[config.mk]
export PLATFORM = sky130hd
export DESIGN_NAME = hid_frame_tx
export DESIGN_NICKNAME = d
export VERILOG_FILES = /design/src/rtl/hid_frame_tx.sv
export SDC_FILE = /design/constraint.sdc
export NUM_CORES = 1
export LEC_CHECK = 0
export ABC_AREA = 1
export BUFFER_PORTS_ARGS = -buffer_cell sky130_fd_sc_hd__buf_2
export CORE_MARGIN = 2
export CORE_UTILIZATION = 50
export DETAILED_ROUTE_END_ITERATION = 8
export HOLD_SLACK_MARGIN = 0.02
export PLACE_DENSITY_LB_ADDON = 0.3
export SLEW_MARGIN = 0
export SYNTH_ARGS = -nofsm -noshare
export SYNTH_HDL_FRONTEND = slang
export SYNTH_SLANG_ARGS = --single-unit
[constraint.sdc]
create_clock -name clk -period 5.3 [get_ports clk]
set_input_delay 0.265 -clock clk [delete_from_list [all_inputs] [get_ports clk]]
set_output_delay 0.265 -clock clk [all_outputs]
set_load 0.01 [all_outputs]
[src/rtl/hid_frame_tx.sv]
// hid_frame_tx: queues key/mouse/joystick events and serialises them as framed
// command byte streams toward the core HID receiver; services DB9 change polls.
module hid_frame_tx #(
  parameter int GAP      = 4,
  parameter int KFIFO_AW = 3
) (
  input  logic       clk,
  input  logic       reset,
  input  logic       key_valid,
  input  logic [6:0] key_event,
  output logic       key_ready,
  output logic       key_overflow,
  input  logic       mouse_valid,
  input  logic [1:0] mouse_btns,
  input  logic [7:0] mouse_dx,
  input  logic [7:0] mouse_dy,
  input  logic       joy_valid,
  input  logic [7:0] joy_device,
  input  logic [7:0] joy_digital,
  input  logic [7:0] joy_a0,
  input  logic [7:0] joy_a1,
  input  logic       irq,
  output logic       iack,
  input  logic [7:0] data_resp,
  output logic       data_strobe,
  output logic       data_start,
  output logic [7:0] data_byte,
  output logic [5:0] db9_state,
  output logic       db9_valid,
  output logic       busy
);

  // state     | meaning
  // S_IDLE    | arbitrate pending sources, latch frame, register byte-0 strobe
  // S_SEND    | strobe for byte idx is on the outputs
  // S_GAP     | spacing before next byte (or frame end)
  // S_CAPTURE | sample the DB9 reply of a poll frame
  typedef enum logic [1:0] {S_IDLE, S_SEND, S_GAP, S_CAPTURE} state_t;

  localparam int                CW       = $clog2(GAP + 1);
  localparam int                KDEPTH   = 1 << KFIFO_AW;
  localparam logic [CW-1:0]     GAP_LOAD = CW'(GAP - 2);
  localparam logic [KFIFO_AW:0] KFULL    = (KFIFO_AW + 1)'(KDEPTH);

  state_t state, state_next;
  logic [2:0] idx, idx_next;
  logic [CW-1:0] cnt, cnt_next;
  logic [2:0] last_q;
  logic poll_q;
  logic [7:0] frame_q [5];

  logic strobe_n, start_n, iack_n, busy_n;
  logic [7:0] byte_n;

  logic [6:0] kmem [KDEPTH];
  logic [KFIFO_AW-1:0] wptr, rptr;
  logic [KFIFO_AW:0] kcount;
  logic kfull, kempty, push, pop;
  logic [6:0] key_head;

  logic mouse_pend, joy_pend;
  logic [1:0] mouse_btns_q;
  logic [7:0] mouse_dx_q, mouse_dy_q;
  logic [7:0] joy_device_q, joy_digital_q, joy_a0_q, joy_a1_q;

  logic sel_poll, sel_joy, sel_mouse, sel_key, start_frame;
  logic [7:0] sel_bytes [5];
  logic [2:0] sel_last;

  logic resp_unused;
  assign resp_unused = ^data_resp[7:6];

  assign kfull     = (kcount == KFULL);
  assign kempty    = (kcount == '0);
  assign key_ready = !kfull;
  assign key_head  = kmem[rptr];
  // a pop in the same cycle frees the slot, so a push into a full FIFO is still taken
  assign pop       = start_frame && sel_key;
  assign push      = key_valid && (!kfull || pop);

  always_comb begin
    sel_poll    = irq;
    sel_joy     = !irq && joy_pend;
    sel_mouse   = !irq && !joy_pend && mouse_pend;
    sel_key     = !irq && !joy_pend && !mouse_pend && !kempty;
    start_frame = (state == S_IDLE) && (sel_poll || sel_joy || sel_mouse || sel_key);
    for (int i = 0; i < 5; i++) sel_bytes[i] = 8'h00;
    sel_last = 3'd1;
    if (sel_poll) begin
      sel_bytes[0] = 8'h04;
    end else if (sel_joy) begin
      sel_bytes[0] = 8'h03;
      sel_bytes[1] = joy_device_q;
      sel_bytes[2] = joy_digital_q;
      sel_bytes[3] = joy_a0_q;
      sel_bytes[4] = joy_a1_q;
      sel_last     = 3'd4;
    end else if (sel_mouse) begin
      sel_bytes[0] = 8'h02;
      sel_bytes[1] = {6'b0, mouse_btns_q};
      sel_bytes[2] = mouse_dx_q;
      sel_bytes[3] = mouse_dy_q;
      sel_last     = 3'd3;
    end else begin
      sel_bytes[0] = 8'h01;
      sel_bytes[1] = {~key_head[6], 1'b0, key_head[5:0]};
    end
  end

  always_comb begin
    state_next = state;
    idx_next   = idx;
    cnt_next   = cnt;
    strobe_n   = 1'b0;
    start_n    = 1'b0;
    iack_n     = 1'b0;
    byte_n     = data_byte;
    case (state)
      S_IDLE: begin
        if (start_frame) begin
          state_next = S_SEND;
          idx_next   = 3'd0;
          strobe_n   = 1'b1;
          start_n    = 1'b1;
          iack_n     = sel_poll;
          byte_n     = sel_bytes[0];
        end
      end
      S_SEND: begin
        state_next = S_GAP;
        cnt_next   = GAP_LOAD;
      end
      S_GAP: begin
        if (cnt != '0) begin
          cnt_next = cnt - 1'b1;
        end else if (idx != last_q) begin
          idx_next   = idx + 3'd1;
          state_next = S_SEND;
          strobe_n   = 1'b1;
          byte_n     = frame_q[idx + 3'd1];
        end else if (poll_q) begin
          state_next = S_CAPTURE;
        end else begin
          state_next = S_IDLE;
        end
      end
      S_CAPTURE: state_next = S_IDLE;
      default:   state_next = S_IDLE;
    endcase
    busy_n = (state_next == S_SEND) || (state_next == S_GAP);
  end

  always_ff @(posedge clk) begin
    if (reset) begin
      state       <= S_IDLE;
      idx         <= '0;
      cnt         <= '0;
      last_q      <= '0;
      poll_q      <= 1'b0;
      data_strobe <= 1'b0;
      data_start  <= 1'b0;
      data_byte   <= 8'h00;
      iack        <= 1'b0;
      busy        <= 1'b0;
      db9_valid   <= 1'b0;
      db9_state   <= 6'h00;
    end else begin
      state       <= state_next;
      idx         <= idx_next;
      cnt         <= cnt_next;
      data_strobe <= strobe_n;
      data_start  <= start_n;
      data_byte   <= byte_n;
      iack        <= iack_n;
      busy        <= busy_n;
      db9_valid   <= (state == S_CAPTURE);
      if (state == S_CAPTURE) db9_state <= data_resp[5:0];
      if (start_frame) begin
        last_q <= sel_last;
        poll_q <= sel_poll;
      end
    end
  end

  always_ff @(posedge clk) begin
    if (start_frame) frame_q <= sel_bytes;
    if (push) kmem[wptr] <= key_event;
  end

  always_ff @(posedge clk) begin
    if (reset) begin
      wptr          <= '0;
      rptr          <= '0;
      kcount        <= '0;
      key_overflow  <= 1'b0;
      mouse_pend    <= 1'b0;
      joy_pend      <= 1'b0;
      mouse_btns_q  <= '0;
      mouse_dx_q    <= '0;
      mouse_dy_q    <= '0;
      joy_device_q  <= '0;
      joy_digital_q <= '0;
      joy_a0_q      <= '0;
      joy_a1_q      <= '0;
    end else begin
      if (push) wptr <= wptr + 1'b1;
      if (pop)  rptr <= rptr + 1'b1;
      case ({push, pop})
        2'b10:   kcount <= kcount + 1'b1;
        2'b01:   kcount <= kcount - 1'b1;
        default: kcount <= kcount;
      endcase
      if (key_valid && kfull && !pop) key_overflow <= 1'b1;
      // a valid in the frame-start cycle wins: the frame takes the old snapshot
      if (mouse_valid) begin
        mouse_pend   <= 1'b1;
        mouse_btns_q <= mouse_btns;
        mouse_dx_q   <= mouse_dx;
        mouse_dy_q   <= mouse_dy;
      end else if (start_frame && sel_mouse) begin
        mouse_pend <= 1'b0;
      end
      if (joy_valid) begin
        joy_pend      <= 1'b1;
        joy_device_q  <= joy_device;
        joy_digital_q <= joy_digital;
        joy_a0_q      <= joy_a0;
        joy_a1_q      <= joy_a1;
      end else if (start_frame && sel_joy) begin
        joy_pend <= 1'b0;
      end
    end
  end

endmodule

==> results by group, run 1 <==
Outcome
  – Status: finished, final reports clean

Setup path
  – Setup crit start kind: flop
  – Crit path capture type: flop
  – Crit Path Class: flop to flop
  – Critical Path RT: 5.62 ns
  – WP data arrival: 2.78 ns
  – CP Max Fanout: 38

STA
  – Tcrit/Tclk final: 46.4%
  – Count of final setup violators: 0
  – Min Clock Period, post-route: 2.46 ns
  – Slew Limit Fails: 0
  – Least-Margin Pin Slew: 1.18 ns
  – Peak Freq: 406 MHz
  – RSZ-0062 raised after global routing: no
  – Setup TNS: 0 ns
  – Clock Skew: 0.0110 ns
  – Relative slew slack: 21.0%
  – Final hold viol count: 0

Drt
  – ANT nets after route: 0
  – DR vias/cell: 5.23
  – # DRC: 0
  – Routed wire length: 15500 µm
  – TritonRoute pass-1 iters: 5
  – Drt first-iter violations: 433
  – Wire per inst: 14.3 µm
  – Total number of vias: 5669

Power and ir drop
  – Logic pwr share: 15.3%
  – Worst vdd ir: 0.252 mV
  – P_int: 2670 µW
  – Leakage: 0.00360 µW
  – Pwr Density: 420 mW/mm²
  – Psw: 1010 µW
  – Total power: 3680 µW
  – Sw Share: 27.5%
  – Share of power burned in registers: 48.0%
  – Clock share of power: 36.7%

Final layout
  – Final cell count without fillers: 1083
  – Reg area: 0.00467 mm²
  – P&R area growth vs syn: 15.5%
  – Share of layout cells above drive strength 1: 17.3%
  – Fill count: 1304
  – Nets: 959
  – N_diodes: 0
  – Footprint of the multi-input gates: 0.00244 mm²

Clocking
  – Hold_buf cts: 0
  – Num CTS Buffers: 17
  – Post-CTS sizing: 0
  – Post-CTS Repair Setup Buffers: 0
  – CTS tree: done
  – Clock slew at reported path FFs: 0.07 ns
  – CTS Sinks: 188
  – Clock latency on the worst-skew pair: 0.43 ns
  – Bufs on Longest Clock Path: 2
  – Root buf cell: clkbuf_16
  – H-tree Lvls: 4

Die
  – Core area: 0.0150 mm²
  – Die height: 127 µm
  – Row cnt: 45
  – I/O pin total: 92
  – Die ar.: 0.0162 mm²
  – Starting Density: 50.5%
  – Die W: 127 µm

Placement
  – GPL Wtd Cong: 0.847
  – Placed insts: 1051
  – DP HPWL: 10000 µm
  – # port buffers: 89

Logic synthesis
  – #FFs+latches synth: 188
  – Synthesized instance count: 807
  – Post-synthesis cell area: 0.00760 mm²
  – Post-Syn Area per Cell: 9.41 µm²
  – Share of async-settable or async-resettable flops after synthesis: 0%
  – Area share of the largest cell type after synthesis: 36.0%
  – Synthesis Warnings: 0
  – Post-synthesis sequential area ratio: 61.5%
  – Synth top area cells: edfxtp_1, dfxtp_1, o21ai_0
  – Post-synth EDFFs: 91
  – Area leader, netlist: edfxtp_1
  – Top FF cell, synth: dfxtp_1
  – Count leader, synth: nor2_1
  – Synth cell types: 40
  – Syn Nets: 884
  – Commonest cells post-synth: nor2_1, nand2_1, o21ai_0

Global route
  – Grt ovf: 0
  – Global-route wire length before repair: 25200 µm
  – Total GRT Usage: 19.8%
  – Via count of the first global-routing pass: 5131
  – Initial antenna violation count: 0
  – Largest net degree at the start of global routing: 77

Hold path
  – Hold WC Path Type: primary input to flop

Run
  – Max cap viols: 0
## layout by cell type, fill, tap and decap left out, drive strengths merged
master,instances
a21oi,66
a221oi,1
a22o,2
a31oi,2
a32o,1
buf,91
bufinv,3
clkbuf,19
clkinv,3
dfxtp,97
edfxtp,91
ha,6
inv,94
nand2,117
nand3,31
nand3b,1
nand4,2
nor2,127
nor3,1
o211ai,1
o21a,1
o21ai,109
o21bai,1
o221ai,8
o22ai,15
xnor2,4
xor2,1
## flip-flops by register name (all words and copies together) (netlist names), 4 cells and up, named ones only
| name | count |
|---|---|
| kcount | 4 |
| mouse_dy_q | 8 |
| joy_a1_q | 8 |
| joy_a0_q | 8 |
| db9_state | 6 |
| mouse_dx_q | 8 |
| joy_digital_q | 8 |
| kmem | 56 |
| frame_q | 35 |
| joy_device_q | 8 |
| data_byte | 8 |
## cell type report
cell class | count | share of cell area [%]
multi-input combinational | 497 | 27.8
clock buffer | 19 | 5.29
clock inverter | 13 | 1.98
tap | 188 | 2.68
timing repair buffer | 91 | 5.25
sequential | 188 | 53.3
inverter | 87 | 3.75
## logic make-up (layout without fill, tap and decap cells)
kind of cell | count (synthesis) | after routing | synth area share, %
xor+xnor | 5 | 5 | 0.675
flops | 188 | 188 | 61.5
compound gates | 207 | 207 | 15.0
fa+ha+maj | 6 | 6 | 0.988
simple gates | 279 | 279 | 15.4
buf+inv | 122 | 210 | 6.39
## path summary, 6_finish.rpt
path,endpoint,cells past startpoint,start,slack (ns)
max,idx[0],9,kcount[2],2.84
max reg2reg,idx[0],9,kcount[2],2.84
min reg2reg,joy_digital_q[1],2,joy_digital_q[1],0.46
min,mouse_dy_q[7],3,mouse_dy[7],0.05
## per-stage QoR
step | util [%] | hold slack, ns | worst slack (ns) | area (µm²)
after global placement | 54.1 | 0.442 | 2.84 | 8140
final | 58.4 | 0.0498 | 2.84 | 8770
after global routing | 58.4 | 0.0431 | 2.53 | 8770
after CTS | 58.4 | 0.0381 | 2.86 | 8770
after floorplan | - | 0.364 | 3.39 | 7600
after detailed placement | 54.1 | 0.447 | 2.86 | 8140
## routing by layer
layer	track usage [%]	vias up	wire length (µm)
met3	3.73	19	799
met1	27.9	2615	7290
met2	30.8	169	7170
met5	0	-	0
met4	7.30	0	246
li1	-	2866	-
## critical path, cell delays in order, from the launching register on
cell and delay, ns:
dfxtp_1 0.44, nor2_1 0.08, nand2_2 0.12, inv_2 0.07
a21oi_4 0.91, inv_2 0.19, nand2_4 0.22, inv_2 0.12
a21oi_1 0.13, nor2_1 0.05
## power by group through the flow
| stage | registers (µW) | clock network [µW] | logic [µW] |
|---|---|---|---|
| floorplan | 1780 | 0 | 411 |
| global placement | 1800 | 0 | 552 |
| detailed placement | 1800 | 0 | 560 |
| CTS | 1770 | 1370 | 564 |
| global route | 1780 | 1430 | 646 |
| finish | 1770 | 1350 | 564 |
Note: power is estimated with default switching activity, not from simulation.
==> run 2, diff against run 1 <==
==> constraint.sdc (replaced) <==
create_clock -name clk -period 2.24 [get_ports clk]
set_input_delay 0.112 -clock clk [delete_from_list [all_inputs] [get_ports clk]]
set_output_delay 0.112 -clock clk [all_outputs]
set_load 0.01 [all_outputs]
==> run 2 against run 1 <==
  * Critical endpoint is now kmem[4][2]
  * Register-to-register slack worse by 2.5 ns
  * Utilization increased by 5.4 points
  * Critical path type is now primary input to flop
  * Critical path depth grew 1
  * Cell area is 9.3% higher
  * Total power increased by 140%
  * Clock-buffer cell count grew 2
  * Via count is 5.2% higher
  * Cell count grew 7.8%
  * Die area did not move
==> results by group, run 2 (synthesis gave the netlist of run 1 again) <==
Outcome
  – Status: finished, final reports clean

Final layout
  – Largest Register: kmem
  – Max reg flops: 56
  – N_diodes: 0
  – Share of layout cells above drive strength 1: 17.4%
  – Most frequent cells in the layout: nor2_1, nand2_1, o21ai_0, dfxtp_1, edfxtp_1
  – Nets: 1044
  – Commonest non-fill, non-tap cell in the layout: nor2_1
  – P&R area growth vs syn: 26.2%
  – Top flop regs: kmem x56, frame_q x35

STA
  – Peak Freq: 516 MHz
  – Setup TNS: 0 ns
  – Slew Limit Fails: 0
  – Least-Margin Pin Slew: 0.796 ns
  – Relative slew slack: 46.9%
  – Setup ws final: 0.302 ns
  – Tcrit/Tclk final: 86.5%
  – Final hold viol count: 0
  – Count of final setup violators: 0
  – RSZ-0062 raised after global routing: no
  – Min Clock Period, post-route: 1.94 ns
  – Clock Skew: 0.0118 ns

Power and ir drop
  – Pwr Density: 913 mW/mm²
  – P_int: 6330 µW
  – Total power: 8750 µW
  – Leakage: 0.00397 µW
  – Share of power burned in registers: 47.6%
  – Clock share of power: 35.5%
  – Logic pwr share: 17.0%
  – Psw: 2430 µW
  – Worst vdd ir: 0.573 mV
  – Sw Share: 27.7%

Clocking
  – Clock slew at reported path FFs: 0.07 ns
  – H-tree Lvls: 4
  – Post-CTS Repair Setup Buffers: 0
  – Clock latency on the worst-skew pair: 0.43 ns
  – CTS tree: done
  – Num CTS Buffers: 17
  – Root buf cell: clkbuf_16
  – Bufs on Longest Clock Path: 2
  – CTS Sinks: 188

Drt
  – # DRC: 0
  – WL met3: 783 µm
  – Met2 wire length: 7740 µm
  – Wire per inst: 14.1 µm
  – Drt first-iter violations: 507
  – Total number of vias: 5962
  – TritonRoute pass-1 iters: 5
  – Met1 wire length: 7700 µm
  – Routed wire length: 16500 µm
  – DR vias/cell: 5.10
  – ANT nets after route: 0
  – DR top layer: met4

Die
  – Core area: 0.0150 mm²
  – I/O pin total: 92
  – Die ar.: 0.0162 mm²
  – Row cnt: 45
  – Die height: 127 µm
  – Starting Density: 50.5%
  – Die W: 127 µm

Global route
  – Initial antenna violation count: 0
  – Grt ovf: 0
  – Via count of the first global-routing pass: 5568
  – Largest net degree at the start of global routing: 65
  – Total GRT Usage: 21.4%
  – Global-route wire length before repair: 27100 µm

Setup path
  – Crit-path max cell delay: 0.54 ns
  – Setup crit start kind: primary input
  – Worst path most repeated cell: nand2_1
  – Crit path capture type: flop
  – Worst-path cell chain: dlygate4sd3_1 > buf_2 > nor2_2 > nand3_1 > nand2_1 > nand2_1 > inv_1 > nand2_1 > nor2_1 > buf_4
  – R2R Setup Slk: 0.37 ns
  – CP Max Fanout: 8
  – R2R depth: 8
  – CP max-delay cell: dlygate4sd3_1
  – Critical Path RT: 2.38 ns
  – WP data arrival: 2.08 ns
  – Crit Path Class: primary input to flop
  – RR Endpoint: kmem[4][2]
  – Worst R2R Start: state[0]

Placement
  – # port buffers: 89
  – Dpl ws: 0.385 ns
  – DP HPWL: 10300 µm
  – GPL Wtd Cong: 0.860

Hold path
  – Hold Path Sink: db9_valid
  – Hold WC Path Type: primary input to flop
  – Hold path startpoint: reset
  – Hold path cells: 2

Run
  – Max cap viols: 0
run 2: cell type report:
| type | count | area (µm²) |
|---|---|---|
| Fill cell | 1151 | 5440 |
| Clock buffer | 21 | 514 |
| Timing Repair Buffer | 176 | 1280 |
| Multi-Input combinational cell | 497 | 2440 |
| Clock inverter | 11 | 118 |
| Inverter | 87 | 329 |
| Tap cell | 188 | 235 |
| Sequential cell | 188 | 4670 |
run 2: worst max-delay path by stage:
stage                          from          to  cells past startpoint
after CTS                       irq  kmem[4][3]                     10
after detailed placement   state[0]  kmem[4][2]                      8
final                           irq  kmem[4][2]                     10
after global placement     state[0]  kmem[4][6]                      8
after global routing            irq  kmem[4][3]                     10
after floorplan           kcount[1]      idx[0]                      9
run 2: through the flow:
step	utilization, %	cells	hold WS, ns	area, µm²
floorplan	-	807	0.211	7600
global placement	55.1	1068	0.337	8280
detailed placement	55.1	1068	0.338	8280
CTS	63.8	1168	0.0601	9590
global route	63.8	1168	0.0916	9590
finish	63.8	1168	0.0621	9590
run 2: worst max-delay path, delay by kind of cell:
family	cells	cell delay (ns)
and+or+nand+nor	6	0.93
buffers and inverters	4	1.02
run 2: power by group through the flow:
stage | sequential, µW | combinational, µW | clock (µW)
floorplan | 4220 | 972 | 0
global placement | 4230 | 1360 | 0
detailed placement | 4240 | 1380 | 0
CTS | 4160 | 1480 | 3170
global route | 4200 | 1690 | 3290
finish | 4160 | 1490 | 3100
run 2: what timing repair did:
item | in CTS | in global routing
hold buffers | 68 | 0
endpoints found under the hold margin | 113 | 0
gates resized for setup | 0 | 0
run 2: per-layer routing:
metal | vias to the layer above | GRT usage (%)
li1 | 3028 | -
met1 | 2750 | 29.2
met2 | 159 | 34.4
met3 | 25 | 4.48
met4 | 0 | 6.92
met5 | - | 0
==> run 3, diff against run 2 <==
--- a/config.mk
+++ b/config.mk
@@ -7,8 +7,10 @@
 export LEC_CHECK = 0
 export ABC_AREA = 1
 export BUFFER_PORTS_ARGS = -buffer_cell sky130_fd_sc_hd__buf_2
+export CELL_PAD_IN_SITES_DETAIL_PLACEMENT = 1
+export CELL_PAD_IN_SITES_GLOBAL_PLACEMENT = 1
 export CORE_MARGIN = 2
-export CORE_UTILIZATION = 50
+export CORE_UTILIZATION = 40
 export DETAILED_ROUTE_END_ITERATION = 8
 export HOLD_SLACK_MARGIN = 0.02
 export PLACE_DENSITY_LB_ADDON = 0.3
==> constraint.sdc (replaced) <==
create_clock -name clk -period 1.6 [get_ports clk]
set_input_delay 0.08 -clock clk [delete_from_list [all_inputs] [get_ports clk]]
set_output_delay 0.08 -clock clk [all_outputs]
set_load 0.01 [all_outputs]
==> run 3 against run 2 <==
  * The run now ends with setup timing left
  * Clock-buffer cell count fell by 4
  * First-iteration DRC count down 17%
  * Worst hold slack improved by 0.015 ns
  * Sequential share of layout area is 4.2 points lower
  * Cell count is 9.2% higher
  * Critical endpoint is now kcount[2]
==> results by group, run 3 (synthesis gave the netlist of run 1 again) <==
Outcome
  – Status: finished, violations left
  – Failing checks: setup timing

Global route
  – Total GRT Usage: 22.3%
  – Met3 Use GR: 3.44%
  – Global-route wire length before repair: 34700 µm
  – M1 GR Usage: 28.3%
  – Initial antenna violation count: 0
  – GRT Max-Usage Layer: met2
  – Grt ovf: 0
  – Via count of the first global-routing pass: 6755
  – M2 GR Usage: 38.8%
  – Largest net degree at the start of global routing: 51

Setup path
  – Crit Path Class: flop to flop
  – R2R Setup Slk: -0.18 ns
  – Worst-path cell chain: nor2_4 > buf_6 > inv_2 > nor2_4 > nand3_2 > xor2_1 > inv_1 > ha_2 > inv_1 > nand2_1 > inv_1 > nand2_1 > nand3_1 > nand2_1 > inv_1
  – Worst path most repeated cell: inv_1
  – R2R depth: 15
  – Crit-path max cell delay: 0.34 ns
  – Crit path capture type: flop
  – CP Max Fanout: 2
  – CP bufs+invs: 6
  – RR Endpoint: kcount[2]
  – Worst R2R Start: state[1]
  – Critical Path RT: 1.92 ns
  – CP top delay family: simple AND/OR/NAND/NOR gates
  – Setup crit start kind: flop
  – WP data arrival: 2.10 ns
  – CP max-delay cell: dfxtp_2

STA
  – Tcrit/Tclk final: 111%
  – Count of final setup violators: 77
  – Final hold viol count: 0
  – Setup ws final: -0.179 ns
  – Least-Margin Pin Slew: 0.792 ns
  – Hold Slack: 0.0773 ns
  – Min Clock Period, post-route: 1.78 ns
  – Relative slew slack: 47.2%
  – Slew Limit Fails: 0
  – RSZ-0062 raised after global routing: yes
  – Peak Freq: 562 MHz
  – Clock Skew: 0.0134 ns

Clocking
  – CTS tree: done
  – Root buf cell: clkbuf_16
  – Bufs on Longest Clock Path: 2
  – H-tree Lvls: 4
  – Num CTS Buffers: 17
  – CTS Sinks: 188
  – Clock slew at reported path FFs: 0.07 ns
  – Clock latency on the worst-skew pair: 0.44 ns

Die
  – Starting Density: 40.8%
  – Die height: 142 µm
  – Die ar.: 0.0201 mm²
  – Core area: 0.0186 mm²
  – I/O pin total: 92
  – Row cnt: 50
  – Die W: 142 µm

Hold path
  – Hold path startpoint: joy_valid
  – Hold WC Path Type: primary input to flop
  – Hold path cells: 3
  – Hold Path Sink: joy_device_q[2]

Drt
  – Routed wire length: 23400 µm
  – DR vias/cell: 5.17
  – Wire per inst: 18.4 µm
  – Total number of vias: 6586
  – ANT nets after route: 0
  – TritonRoute pass-1 iters: 5
  – # DRC: 0
  – Drt first-iter violations: 423

Final layout
  – Fill count: 2094
  – Top flop regs: kmem x56, frame_q x35
  – Most frequent cells in the layout: nand2_1, nor2_1, edfxtp_1, buf_2, dfxtp_1
  – N_diodes: 0
  – Commonest non-fill, non-tap cell in the layout: nand2_1
  – P&R area growth vs syn: 38.9%
  – Largest Register: kmem
  – Nets: 1105
  – Max reg flops: 56
  – Share of layout cells above drive strength 1: 28.0%

Power and ir drop
  – Total power: 13200 µW
  – Share of power burned in registers: 44.3%
  – Sw Share: 30.6%
  – Psw: 4050 µW
  – Worst vdd ir: 0.831 mV
  – Leakage: 0.00433 µW
  – Pwr Density: 1250 mW/mm²
  – Clock share of power: 31.8%
  – P_int: 9160 µW
  – Logic pwr share: 23.9%

Placement
  – GPL Wtd Cong: 0.834
  – # port buffers: 89
  – DP HPWL: 13600 µm

Run
  – Max cap viols: 0
run 3: power groups by stage:
stage / clock [µW] / combinational, µW / sequential, µW
final: 4200 / 3150 / 5850
after global routing: 4420 / 3450 / 5900
after CTS: 4240 / 2620 / 5840
after detailed placement: 0 / 2400 / 5930
after global placement: 0 / 2340 / 5900
after floorplan: 0 / 1380 / 5910
run 3: final cells by class:
class	count	area, µm²	share of cell area [%]
flip-flops and latches	188	4700	44.5
inverters	87	352	3.33
clock buffers	17	425	4.03
clock inverters	15	151	1.43
well taps	234	293	2.77
repair buffers	237	1910	18.1
multi-input cells	497	2730	25.8
run 3: worst max path at each step:
stage	from	to	slack [ns]	cells after the start
finish	state[1]	kcount[2]	-0.18	15
CTS	joy_pend	kcount[2]	-0.06	14
global placement	state[1]	kmem[4][2]	-0.02	9
detailed placement	state[1]	kmem[4][2]	-0.09	9
global route	state[1]	kcount[2]	-0.29	15
floorplan	kcount[0]	idx[0]	-0.27	9
run 3: worst reg2reg max path: cells and delay by family (launching register included):
kind	cells	cell delay, ns
and+or+nand+nor	7	0.64
xor gates and xnor gates	1	0.15
adders and majority gates	1	0.16
buffers and inverters	6	0.38
DFF	1	0.34
run 3: per-layer routing:
layer | vias to the layer above | share of wire (%)
met3 | 30 | 4.0
met5 | - | 0
li1 | 3156 | -
met1 | 3226 | 42
met4 | 0 | 1.8
met2 | 174 | 52
run 3: metrics by stage:
stage	area [µm²]	TNS, ns	utilization (%)	worst slack [ns]	std cells
5_1_grt	10600	-11.08	56.6	-0.286	1275
4_1_cts	10000	-0.117	53.9	-0.0609	1255
2_1_floorplan	7650	-6.28	-	-0.270	807
3_3_place_gp	8700	-0.503	46.7	-0.0214	1153
3_5_place_dp	8700	-2.53	46.7	-0.0915	1153
6_report	10600	-5.05	56.6	-0.179	1275
run 3: repair_timing:
item	in CTS	in global routing
gates cloned	0	2
gates resized for setup	19	90
hold endpoints to repair	113	0
buffers inserted	2	18
pin swaps	6	32
endpoints found under the setup margin	67	98
hold buffers	68	0
